### config.mk
export PLATFORM = sky130hd
export DESIGN_NAME = traffic_phase_controller
export DESIGN_NICKNAME = d
export VERILOG_FILES = /design/src/rtl/traffic_phase_controller.sv
export SDC_FILE = /design/constraint.sdc
export NUM_CORES = 1
export LEC_CHECK = 0
export ABC_AREA = 1
export CELL_PAD_IN_SITES_DETAIL_PLACEMENT = 2
export CELL_PAD_IN_SITES_GLOBAL_PLACEMENT = 2
export CORE_ASPECT_RATIO = 0.5
export CORE_MARGIN = 1.5
export CORE_UTILIZATION = 36
export CTS_BUF_LIST = sky130_fd_sc_hd__clkbuf_16
export DETAILED_ROUTE_END_ITERATION = 8
export PLACE_DENSITY = 0.82
export SLEW_MARGIN = 20
export SYNTH_ARGS = -nofsm -noshare
export SYNTH_HDL_FRONTEND = slang
export SYNTH_SLANG_ARGS = --single-unit
export TNS_END_PERCENT = 100
### constraint.sdc
create_clock -name clk -period 4.3 [get_ports clk]
set_clock_uncertainty 0.15 [all_clocks]
set_input_delay 0.86 -clock clk [delete_from_list [all_inputs] [get_ports clk]]
set_output_delay 0.86 -clock clk [all_outputs]
set_load 0.005 [all_outputs]
### src/rtl/traffic_phase_controller.sv
// Two-way intersection phase sequencer: alternates NS/EW green phases with an
// all-red clearance between them, drives the shared countdown and per-direction
// enables, and lets a pedestrian request shorten the current green.
module traffic_phase_controller #(
  parameter int unsigned CLK_DIV      = 1000,
  parameter int unsigned PHASE_TIME   = 120,
  parameter int unsigned ALL_RED_TIME = 2,
  parameter int unsigned PED_TIME     = 30
) (
  input  logic       clk,
  input  logic       rst,
  input  logic       run,
  input  logic       ped_request,
  output logic [6:0] master_timer,
  output logic       ns_enable,
  output logic       ew_enable,
  output logic       phase_done
);

  localparam int unsigned PRE_W = (CLK_DIV > 1) ? $clog2(CLK_DIV) : 1;
  localparam int unsigned CLR_W = $clog2(ALL_RED_TIME + 1);

  typedef enum logic [2:0] {
    IDLE   = 3'd0,
    NS_GO  = 3'd1,
    CLR_NS = 3'd2,
    EW_GO  = 3'd3,
    CLR_EW = 3'd4
  } state_t;

  state_t           state;
  logic [PRE_W-1:0] prescaler;
  logic [CLR_W-1:0] clr_cnt;
  logic             ped_pending;
  logic             tick_c;
  logic             in_go_c;

  // One-second tick; the prescaler only runs outside IDLE.
  assign tick_c  = (state != IDLE) && (prescaler == PRE_W'(CLK_DIV - 1));
  assign in_go_c = (state == NS_GO) || (state == EW_GO);

  // Prescaler: held at 0 in IDLE (and on the way there), wraps at CLK_DIV-1.
  always_ff @(posedge clk or posedge rst) begin
    if (rst) begin
      prescaler <= '0;
    end else if ((state == IDLE) || !run || tick_c) begin
      prescaler <= '0;
    end else begin
      prescaler <= prescaler + PRE_W'(1);
    end
  end

  // Pedestrian latch: consumed by an active green phase, otherwise sticky.
  always_ff @(posedge clk or posedge rst) begin
    if (rst) begin
      ped_pending <= 1'b0;
    end else if (in_go_c && run && ped_pending) begin
      ped_pending <= 1'b0;
    end else if (ped_request) begin
      ped_pending <= 1'b1;
    end
  end

  // Phase sequencer with registered timer, enables and phase_done pulse.
  always_ff @(posedge clk or posedge rst) begin
    if (rst) begin
      state        <= IDLE;
      master_timer <= '0;
      ns_enable    <= 1'b0;
      ew_enable    <= 1'b0;
      phase_done   <= 1'b0;
      clr_cnt      <= '0;
    end else begin
      phase_done <= 1'b0;
      if (!run) begin
        state        <= IDLE;
        master_timer <= '0;
        ns_enable    <= 1'b0;
        ew_enable    <= 1'b0;
        clr_cnt      <= '0;
      end else begin
        case (state)
          IDLE: begin
            state        <= NS_GO;
            master_timer <= 7'(PHASE_TIME);
            ns_enable    <= 1'b1;
            ew_enable    <= 1'b0;
          end
          NS_GO, EW_GO: begin
            if (ped_pending && (master_timer > 7'(PED_TIME))) begin
              master_timer <= 7'(PED_TIME);
            end else if (tick_c) begin
              if (master_timer == 7'd0) begin
                state      <= (state == NS_GO) ? CLR_NS : CLR_EW;
                ns_enable  <= 1'b0;
                ew_enable  <= 1'b0;
                clr_cnt    <= CLR_W'(ALL_RED_TIME);
                phase_done <= 1'b1;
              end else begin
                master_timer <= master_timer - 7'd1;
              end
            end
          end
          CLR_NS, CLR_EW: begin
            master_timer <= '0;
            if (tick_c) begin
              if (clr_cnt == CLR_W'(1)) begin
                state        <= (state == CLR_NS) ? EW_GO : NS_GO;
                master_timer <= 7'(PHASE_TIME);
                ns_enable    <= (state == CLR_EW);
                ew_enable    <= (state == CLR_NS);
                clr_cnt      <= '0;
              end else begin
                clr_cnt <= clr_cnt - CLR_W'(1);
              end
            end
          end
          default: begin
            state        <= IDLE;
            master_timer <= '0;
            ns_enable    <= 1'b0;
            ew_enable    <= 1'b0;
            clr_cnt      <= '0;
          end
        endcase
      end
    end
  end

endmodule

# Word-level counts from Yosys, hierarchy flattened
# Cells that the tools add are included.
# W data, S select, Z words.
# op_classes
n_addsub,3
n_lt_le_gt_ge,1
eq_ne,14
mux,42
n_reduce_logical,17
# ops
op,n
$mux W7,6
$mux W3,7
$pmux W7 S3,1
$mux W1,16
$ne A3 B3 Y1 const B,5
$mux W2,7
$add A10 B1 Y10 const B,1
$eq A10 B10 Y1 const B,1
$mux W10,1
$reduce_and A5 Y1,2
$pmux W3 S3,1
$ne A4 B4 Y1 const B,2
$gt A7 B5 Y1 const B,1
$logic_not A7 Y1,1
$sub A7 B1 Y7 const B,1
$eq A3 B2 Y1 const B,2
$pmux W2 S3,1
$logic_and A1 B1 Y1,4
$reduce_or A2 Y1,2
$eq A3 B1 Y1 const B,1
$eq A3 B3 Y1 const B,1
$logic_not A3 Y1,1
$logic_or A1 B1 Y1,3
$pmux W1 S3,1
8 further kinds,8
# totals
reg_bits,26
input_bits,4
out_inout_bits,10
word_cells,85

# Depth between registers and ports, before layout
# Gate-level depths: netlist of run 1.
# logic_depth
word_depth,7
mapped_depth,11
depth_no_buf,11

# Worst setup path after synthesis of run 1
# No wires, ideal clock.
# synth_timing
path_type,input to register
from,input run
to,register state[1]
setup_time_ps,117
arrival_ps,1539
required_time_ps,4033
setup_slack_ps,2494
stages,8
path_buffers,0
path_cell_list,inv_2 -> nor2_1 -> nand3_1 -> nand2_2 -> a21oi_4 -> nand2_4 -> nand2_1 -> nand2_1
# synth_between
elab_chain_cells,2
word_cells_on_any_way,7
cone_classes,eq/ne (5); mux (1); reduce/logical (1)
# synth_rtl
item,line_no,source
"start, declared",12,"input logic run,"
$ne A3 B3 Y1 (no line),n/a,
$reduce_and A5 Y1 (no line),n/a,
"end signal, assigned",94,state <= (state == NS_GO) ? CLR_NS : CLR_EW;
"end signal, assigned",108,state <= (state == CLR_NS) ? EW_GO : NS_GO;
"end, declared",31,state_t state;
# Several ways; a longest one is shown, not always the timed one.
# A chain may end at the register's enable or synchronous reset.

# Worst setup path in the final report of run 1
# layout_timing
from,register master_timer[3]
to,output master_timer[3]
# layout_rtl
item,line_no,source
"start, declared",14,"output logic [6:0] master_timer,"
"start signal, assigned",85,master_timer <= 7'(PHASE_TIME);
"start signal, assigned",91,master_timer <= 7'(PED_TIME);
"start signal, assigned",100,master_timer <= master_timer - 7'd1;
# No word-level cell between the ends.

==> results of run 1 <==
## state kept, by name, summed over array words and instances, names as in the netlist
| name | count |
|---|---|
| clr_cnt | 2 |
| ew_enable | 1 |
| master_timer | 7 |
| ns_enable | 1 |
| ped_pending | 1 |
| phase_done | 1 |
| prescaler | 10 |
| state | 3 |
## logic make-up after synthesis
group | count (synthesis) | synth area share, %
AO/OA/AOI/OAI | 15 | 6.39
adder cells (fa/ha/maj) | 5 | 3.67
AND/OR/NAND/NOR | 146 | 44.0
buffers and inverters | 24 | 5.73
flip-flops | 26 | 38.2
XOR/XNOR | 4 | 2.06
## per-stage QoR
| step | utilization [%] | setup slack (ns) | instance area (um^2) | total power, mW | hold WS, ns |
|---|---|---|---|---|---|
| 2_1_floorplan | - | 2.49 | 1700 | 0.827 | 0.292 |
| 3_3_place_gp | 42.7 | 1.77 | 1910 | 1.00 | 0.306 |
| 3_5_place_dp | 42.7 | 1.71 | 1910 | 1.04 | 0.322 |
| 6_report | 44.3 | 1.94 | 1980 | 1.24 | 0.333 |
| 5_1_grt | 44.3 | 1.88 | 1980 | 1.35 | 0.364 |
| 4_1_cts | 44.3 | 1.93 | 1980 | 1.26 | 0.336 |
## cell type report
cell class | instances | area, um^2 | share of cell area [%]
timing repair buffer | 13 | 130 | 6.57
clock buffer | 3 | 75.1 | 3.79
inverter | 24 | 97.6 | 4.93
multi-input combinational | 170 | 956 | 48.3
sequential | 26 | 651 | 32.8
tap | 57 | 71.3 | 3.60
## routing by layer
layer | GRT usage [%] | vias up | routed length [um] | part of all wire, %
li1 | - | 741 | - | -
met1 | 24.5 | 744 | 2210 | 47
met2 | 40.1 | 12 | 2390 | 51
met3 | 3.63 | 2 | 89 | 1.9
met4 | 2.11 | 0 | 11 | 0.23
met5 | 0 | - | 0 | 0
## Yosys cell counts
| cell | n | area share, % |
|---|---|---|
| sky130_fd_sc_hd__o21ai_2 | 1 | 0.51 |
| sky130_fd_sc_hd__dfrtp_1 | 26 | 38 |
| sky130_fd_sc_hd__nand3_4 | 1 | 1.0 |
| sky130_fd_sc_hd__a21boi_1 | 1 | 0.44 |
| sky130_fd_sc_hd__nand4_4 | 1 | 1.2 |
| sky130_fd_sc_hd__nand2_2 | 8 | 2.9 |
| sky130_fd_sc_hd__nand3_2 | 2 | 1.2 |
| sky130_fd_sc_hd__nor2_8 | 1 | 1.2 |
| sky130_fd_sc_hd__a21oi_4 | 2 | 1.9 |
| sky130_fd_sc_hd__ha_1 | 5 | 3.7 |
| sky130_fd_sc_hd__nor2_4 | 2 | 1.3 |
| sky130_fd_sc_hd__nand3b_1 | 2 | 0.88 |
| sky130_fd_sc_hd__nor3_4 | 1 | 0.95 |
| sky130_fd_sc_hd__xnor2_1 | 2 | 1.0 |
| sky130_fd_sc_hd__xor2_1 | 2 | 1.0 |
| sky130_fd_sc_hd__inv_1 | 17 | 3.7 |
| sky130_fd_sc_hd__or3_1 | 1 | 0.37 |
| sky130_fd_sc_hd__o21ai_0 | 1 | 0.29 |
| sky130_fd_sc_hd__nand2_1 | 63 | 14 |
| sky130_fd_sc_hd__nand3_1 | 15 | 4.4 |
| sky130_fd_sc_hd__o21bai_1 | 2 | 0.88 |
| sky130_fd_sc_hd__nand4_1 | 5 | 1.8 |
| sky130_fd_sc_hd__nor3_1 | 8 | 2.3 |
| sky130_fd_sc_hd__a21oi_1 | 6 | 1.8 |
| sky130_fd_sc_hd__clkinv_1 | 1 | 0.22 |
| sky130_fd_sc_hd__nor2_1 | 27 | 5.9 |
| sky130_fd_sc_hd__nand2_4 | 4 | 2.6 |
| sky130_fd_sc_hd__inv_4 | 1 | 0.37 |
| sky130_fd_sc_hd__clkinv_4 | 1 | 0.51 |
| sky130_fd_sc_hd__o21ai_1 | 2 | 0.59 |
| sky130_fd_sc_hd__nor2_2 | 5 | 1.8 |
| sky130_fd_sc_hd__inv_2 | 4 | 0.88 |
## where the power goes
| part | switching, mW | total, mW | internal (mW) |
|---|---|---|---|
| Sequential | 0.0813 | 0.384 | 0.303 |
| Clock | 0.0843 | 0.208 | 0.123 |
| Combinational | 0.406 | 0.644 | 0.238 |
## worst min path at each step
stage / startpoint / to / cells past startpoint
5_1_grt: ns_enable$_DFFE_PP0P_ / ns_enable$_DFFE_PP0P_ / 2
4_1_cts: ns_enable$_DFFE_PP0P_ / ns_enable$_DFFE_PP0P_ / 2
3_3_place_gp: clr_cnt[1]$_DFFE_PP0P_ / clr_cnt[1]$_DFFE_PP0P_ / 2
3_5_place_dp: ns_enable$_DFFE_PP0P_ / ns_enable$_DFFE_PP0P_ / 2
2_1_floorplan: clr_cnt[1]$_DFFE_PP0P_ / clr_cnt[1]$_DFFE_PP0P_ / 2
6_report: ns_enable$_DFFE_PP0P_ / ns_enable$_DFFE_PP0P_ / 2
## worst register-to-register path, delay by kind of cell (launching register included)
kind / cells / cell delay [ns]
compound gates: 1 / 0.20
buf+inv: 2 / 0.28
flops: 1 / 0.39
simple gates: 7 / 0.75
fa+ha+maj: 1 / 0.20
==> impl_summary.txt, run 1 <==
----------------------------------------------------
[Timing]
  Remaining max-slew budget at the tightest pin ... 61.6%
  FMAX ... 424 MHz
  Final TNS setup ... 0 ns
  Fin crit period ... 2.36 ns
  Number of hold-slack violations in the final timing report ... 0
  Setup repair after global routing missed its margin ... no
  Final worst path period share ... 54.9%
  Total count of max-transition violations in the final report ... 0
  Transition time at the pin with the least slew margin ... 0.576 ns
  Total of endpoints with negative setup slack in the final report ... 0

[Worst setup path]
  Worst Setup EP ... master_timer[3]
  Path type of the worst setup path ... reg -> out
  Signal arrival time at the worst endpoint ... 1.35 ns
  Cell-by-cell trace of the critical path ... clkdlybuf4s50_1
  Buffering stage count on the worst path with inverters included ... 1
  Dominant delay contributor by cell family on the critical path ... buffers and inverters
  Slack of the worst reg-to-reg path ... 2.22 ns
  Startpoint of the most critical register-to-register path ... master_timer[0]$_DFFE_PP0P_
  Crit-path slowest cell ... sky130_fd_sc_hd__clkdlybuf4s50_1
  Capture instance of the worst register-to-register path ... ew_enable$_DFFE_PP0P_
  Kind of start point of the critical path ... flop
  Total stage count of the critical path ... 1
  Cell depth of the worst flop-to-flop path ... 11
  Largest driver fanout on the critical path ... 7
  Stage delay of the slowest cell on the critical path ... 0.56 ns
  Required arrival time at the worst endpoint ... 3.29 ns
  Kind of end point of the critical path ... output port
  CP Launch Point ... master_timer[3]$_DFFE_PP0P_

[Layout]
  Leading cell types in the layout, fill and taps excluded ... 63 x sky130_fd_sc_hd__nand2_1, 27 x sky130_fd_sc_hd__nor2_1, 26 x sky130_fd_sc_hd__dfrtp_1, 16 x sky130_fd_sc_hd__inv_1, 15 x sky130_fd_sc_hd__nand3_1
  Growth of design area from synthesis to finish ... 16.2%
  Most frequent standard cell in the layout excluding fill and tap cells ... sky130_fd_sc_hd__nand2_1
  # diodes ... 0
  Number of nets in the finished design ... 247
  Fin cells ... 293
  Share of post-route cells with drive strength above 1 ... 16.1%
  Layout fillers ... 520

[Global routing]
  Gr ovfl total ... 0
  Initial antenna violation count ... 0
  Global router's overall resource usage ... 20.5%
  First-pass GRT wire length ... 8030 um
  Maximum number of pins on one net before global-route repair ... 27
  Vias in the first global route ... 1,641

[Logic synthesis]
  #FFs+latches synth ... 26
  Yosys warns ... 0
  Mean area per synthesized cell ... 7.75 um^2
  Yosys cell types ... 32
  Post-synth net total ... 229
  Syn Std Cell Area ... 1700 um^2
  Cells after synthesis ... 220
  Sequential-to-total area share from yosys stat ... 38.2%

[Clock tree]
  Number of clock sinks seen by CTS ... 26
  CTS clk-pin slew, worst paths ... 0.07 ns
  Cts repair resizes ... 0
  Deepest level of the CTS H-tree ... 1
  Clock buffer count from CTS ... 3
  Clock tree from TritonCTS ... built
  Later-pin clock latency in the skew report ... 0.26 ns
  Buffer cell driving the clock tree root ... sky130_fd_sc_hd__clkbuf_16
  CTS Hold Bufs ... 0
  CTS max path bufs ... 2
  Setup Fix Bufs, Post-CTS ... 0

[Placed design]
  Half-perimeter wire length after detailed placement ... 3650 um
  Final weighted congestion in routability-driven placement ... 0.802
  Count of input and output buffers ... 13
  Cell Count Post-Placement ... 290

[Floorplan]
  Y dimension of the die ... 51.7 um
  Overall die area ... 5180 um^2
  Starting density of the core ... 38.2%
  Std-Cell Core Area ... 4470 um^2
  Site Rows ... 17
  X dimension of the die ... 100 um
  Top Ports ... 14

[Power and ir drop]
  Power density over the cells ... 624 nW/um^2
  Peak supply drop ... 0.146 mV
  Standby leakage power ... 0.935 nW

[Detailed routing]
  Via count ... 1,499
  Remaining antenna violation count ... 0
  Number of optimization iterations in the first detailed-route pass ... 4
  DRC ... 0
  Detail-routed net length per standard cell ... 16.0 um
  Drt via density ... 5.12
  1st-iter DRT viols ... 35
  Post-Route WL ... 4700 um

[Status]
  Run status ... completed

[Worst hold path]
  Worst hold path type ... reg -> reg

[Job]
  Max capacitance violation total ... 0

----------------------------------------------------
Note: power is estimated with default switching activity, not from simulation.
==> inputs of run 2 (changes only) <==
--- a/config.mk
+++ b/config.mk
@@ -10,10 +10,10 @@
 export CELL_PAD_IN_SITES_GLOBAL_PLACEMENT = 2
 export CORE_ASPECT_RATIO = 0.5
 export CORE_MARGIN = 1.5
-export CORE_UTILIZATION = 36
+export CORE_UTILIZATION = 30
 export CTS_BUF_LIST = sky130_fd_sc_hd__clkbuf_16
 export DETAILED_ROUTE_END_ITERATION = 8
-export PLACE_DENSITY = 0.82
+export PLACE_DENSITY = 0.73
 export SLEW_MARGIN = 20
 export SYNTH_ARGS = -nofsm -noshare
 export SYNTH_HDL_FRONTEND = slang
==> constraint.sdc (replaced) <==
create_clock -name clk -period 2.1 [get_ports clk]
set_clock_uncertainty 0.15 [all_clocks]
set_input_delay 0.42 -clock clk [delete_from_list [all_inputs] [get_ports clk]]
set_output_delay 0.42 -clock clk [all_outputs]
set_load 0.005 [all_outputs]
==> impl_summary.txt, run 2 (same netlist as run 1, synthesis figures left out) <==
----------------------------------------------------
[Status]
  Run status ... completed

[Power and ir drop]
  Power Total ... 2.53 mW (+110%)
  Clock network fraction of total power ... 17.3% (+0.5 points)
  Peak supply drop ... 0.402 mV (+180%)
  Standby leakage power ... 0.950 nW (+1.6%)
  Sequential share of power ... 31.3% (+0.2 points)
  Switching power ... 1.17 mW (+100%)
  Switching Fraction ... 46.1% (-0.19 points)
  Combinational share of power ... 51.4% (-0.7 points)
  Power density over the cells ... 1250 nW/um^2 (+100%)
  Cell Int Power ... 1.37 mW (+110%)

[Timing]
  Final worst path period share ... 94.0%
  Final TNS setup ... 0 ns (unchanged)
  Transition time at the pin with the least slew margin ... 0.353 ns (-0.223 ns)
  Fin crit period ... 1.97 ns
  Setup repair after global routing missed its margin ... no
  Fin Hold WS ... 0.329 ns (-0.00376 ns)
  Total count of max-transition violations in the final report ... 0 (unchanged)
  FMAX ... 507 MHz
  Remaining max-slew budget at the tightest pin ... 76.5% (+15 points)
  Number of hold-slack violations in the final timing report ... 0 (unchanged)
  Total of endpoints with negative setup slack in the final report ... 0 (unchanged)

[Worst setup path]
  Path type of the worst setup path ... reg -> reg
  Kind of start point of the critical path ... flop
  Slack of the worst reg-to-reg path ... 0.13 ns (-2.09 ns)
  Required arrival time at the worst endpoint ... 2.10 ns (-1.19 ns)
  Largest driver fanout on the critical path ... 5 (-2)
  Signal arrival time at the worst endpoint ... 1.97 ns (+0.62 ns)
  Kind of end point of the critical path ... flop

[Layout]
  Register with the most flip-flops ... prescaler
  Fin cells ... 313 (+6.8%)
  Top Registers ... prescaler: 10 flops, master_timer: 7 flops, state: 3 flops
  Final core area utilization ... 37.1% (-7.2 points)
  Leading cell types in the layout, fill and taps excluded ... 63 x sky130_fd_sc_hd__nand2_1, 27 x sky130_fd_sc_hd__nor2_1, 25 x sky130_fd_sc_hd__dfrtp_1, 17 x sky130_fd_sc_hd__inv_1, 15 x sky130_fd_sc_hd__nand3_1
  Number of flip-flops under the largest register name ... 10 (unchanged)
  Growth of design area from synthesis to finish ... 19.0%
  Layout fillers ... 626 (+20%)
  Most frequent standard cell in the layout excluding fill and tap cells ... sky130_fd_sc_hd__nand2_1
  Number of nets in the finished design ... 250 (+1.2%)
  Footprint of the multi-input gates ... 956 um^2 (unchanged)
  # diodes ... 0 (unchanged)
  Register area ... 652 um^2 (+0.19%)
  Share of post-route cells with drive strength above 1 ... 17.1% (+0.98 points)

[Clock tree]
  CTS Hold Bufs ... 0 (unchanged)
  CTS clk-pin slew, worst paths ... 0.07 ns (about the same)
  Clock tree from TritonCTS ... built
  CTS max path bufs ... 2 (unchanged)
  Setup Fix Bufs, Post-CTS ... 0 (unchanged)
  Buffer cell driving the clock tree root ... sky130_fd_sc_hd__clkbuf_16
  Clock buffer count from CTS ... 3 (unchanged)
  Number of clock sinks seen by CTS ... 26 (unchanged)
  Later-pin clock latency in the skew report ... 0.26 ns (about the same)
  Deepest level of the CTS H-tree ... 1 (unchanged)

[Job]
  Max capacitance violation total ... 0 (unchanged)

[Global routing]
  Maximum number of pins on one net before global-route repair ... 27 (unchanged)
  First-pass GRT wire length ... 8330 um (+3.7%)
  Vias in the first global route ... 1,667 (+1.6%)
  Gr ovfl total ... 0 (unchanged)
  Global router's overall resource usage ... 17.7% (-2.8 points)
  Initial antenna violation count ... 0 (unchanged)

[Placed design]
  Half-perimeter wire length after detailed placement ... 3740 um (+2.6%)
  Cell Count Post-Placement ... 309 (+6.6%)
  Count of input and output buffers ... 13 (unchanged)
  Final weighted congestion in routability-driven placement ... 0.782 (-2.5%)

[Detailed routing]
  Via count ... 1,497 (-0.13%)
  Number of optimization iterations in the first detailed-route pass ... 4 (unchanged)
  Remaining antenna violation count ... 0 (unchanged)
  Drt via density ... 4.78 (-6.5%)
  DRC ... 0 (unchanged)
  Post-Route WL ... 4760 um (+1.2%)
  1st-iter DRT viols ... 38 (+8.6%)
  Detail-routed net length per standard cell ... 15.2 um (-5.3%)

[Floorplan]
  Top Ports ... 14 (unchanged)
  Std-Cell Core Area ... 5470 um^2 (+22%)
  Y dimension of the die ... 56.3 um (+9.0%)
  X dimension of the die ... 110 um (+9.3%)
  Overall die area ... 6170 um^2 (+19%)
  Site Rows ... 19 (+2)
  Starting density of the core ... 31.2% (-7.0 points)

[Worst hold path]
  Worst hold path type ... reg -> reg

----------------------------------------------------
run 2: cell count changes in the layout (fill, tap and decap cells not counted), sizes merged:
| cell | delta |
|---|---|
| clkinv | +1 |
| buf | +3 |
run 2: area by class of cell:
cell class / count / area share (%)
timing repair buffer: 16 / 7.53
tap: 73 / 4.50
clock inverter: 1 / 0.185
inverter: 24 / 4.81
sequential: 26 / 32.1
multi-input combinational: 170 / 47.1
clock buffer: 3 / 3.70
run 2: critical path: stages (launching register included):
cell,delay [ns]
sky130_fd_sc_hd__dfrtp_1,0.38
sky130_fd_sc_hd__inv_1,0.16
sky130_fd_sc_hd__ha_1,0.19
sky130_fd_sc_hd__inv_1,0.05
sky130_fd_sc_hd__nor2_1,0.16
sky130_fd_sc_hd__nand3_4,0.14
sky130_fd_sc_hd__nand2_2,0.13
sky130_fd_sc_hd__nand2_2,0.08
sky130_fd_sc_hd__a21oi_4,0.20
sky130_fd_sc_hd__nand2_4,0.09
sky130_fd_sc_hd__nand2_1,0.08
sky130_fd_sc_hd__nand2_1,0.06
run 2: power by group through the flow:
stage / clock (mW) / sequential (mW) / combinational [mW]
floorplan: 0 / 0.757 / 0.937
global placement: 0 / 0.801 / 1.27
detailed placement: 0 / 0.809 / 1.32
CTS: 0.457 / 0.797 / 1.34
global route: 0.482 / 0.819 / 1.48
finish: 0.437 / 0.794 / 1.30
run 2: what timing repair did:
item | CTS | global route
resized for setup | 0 | 1
hold endpoints to repair | 0 | 0
setup endpoints to repair | 0 | 2
run 2: metrics by stage:
stage	worst slack [ns]	area (um^2)
5_1_grt	0.00229	2030
3_3_place_gp	0.137	1950
6_report	0.126	2030
4_1_cts	0.118	2030
3_5_place_dp	0.0753	1950
2_1_floorplan	0.339	1700
run 2: worst paths after layout:
path | cells past startpoint | end | from
worst max-delay path | 11 | state[1]$_DFFE_PP0P_ | master_timer[0]$_DFFE_PP0P_
worst min-delay path | 2 | ns_enable$_DFFE_PP0P_ | ns_enable$_DFFE_PP0P_
worst max register to register | 11 | state[1]$_DFFE_PP0P_ | master_timer[0]$_DFFE_PP0P_
worst min register to register | 2 | ns_enable$_DFFE_PP0P_ | ns_enable$_DFFE_PP0P_
max in group asynchronous | 3 | master_timer[1]$_DFFE_PP0P_ | rst
min in group asynchronous | 3 | clr_cnt[1]$_DFFE_PP0P_ | rst
run 2: routing by layer:
metal	vias to the layer above	global-route usage (%)	part of all wire [%]	routed length, um
met5	-	0	0	0
met4	0	2.60	0.34	16
met3	2	3.25	2.0	93
met2	13	32.3	52	2480
met1	735	22.1	46	2170
li1	747	-	-	-
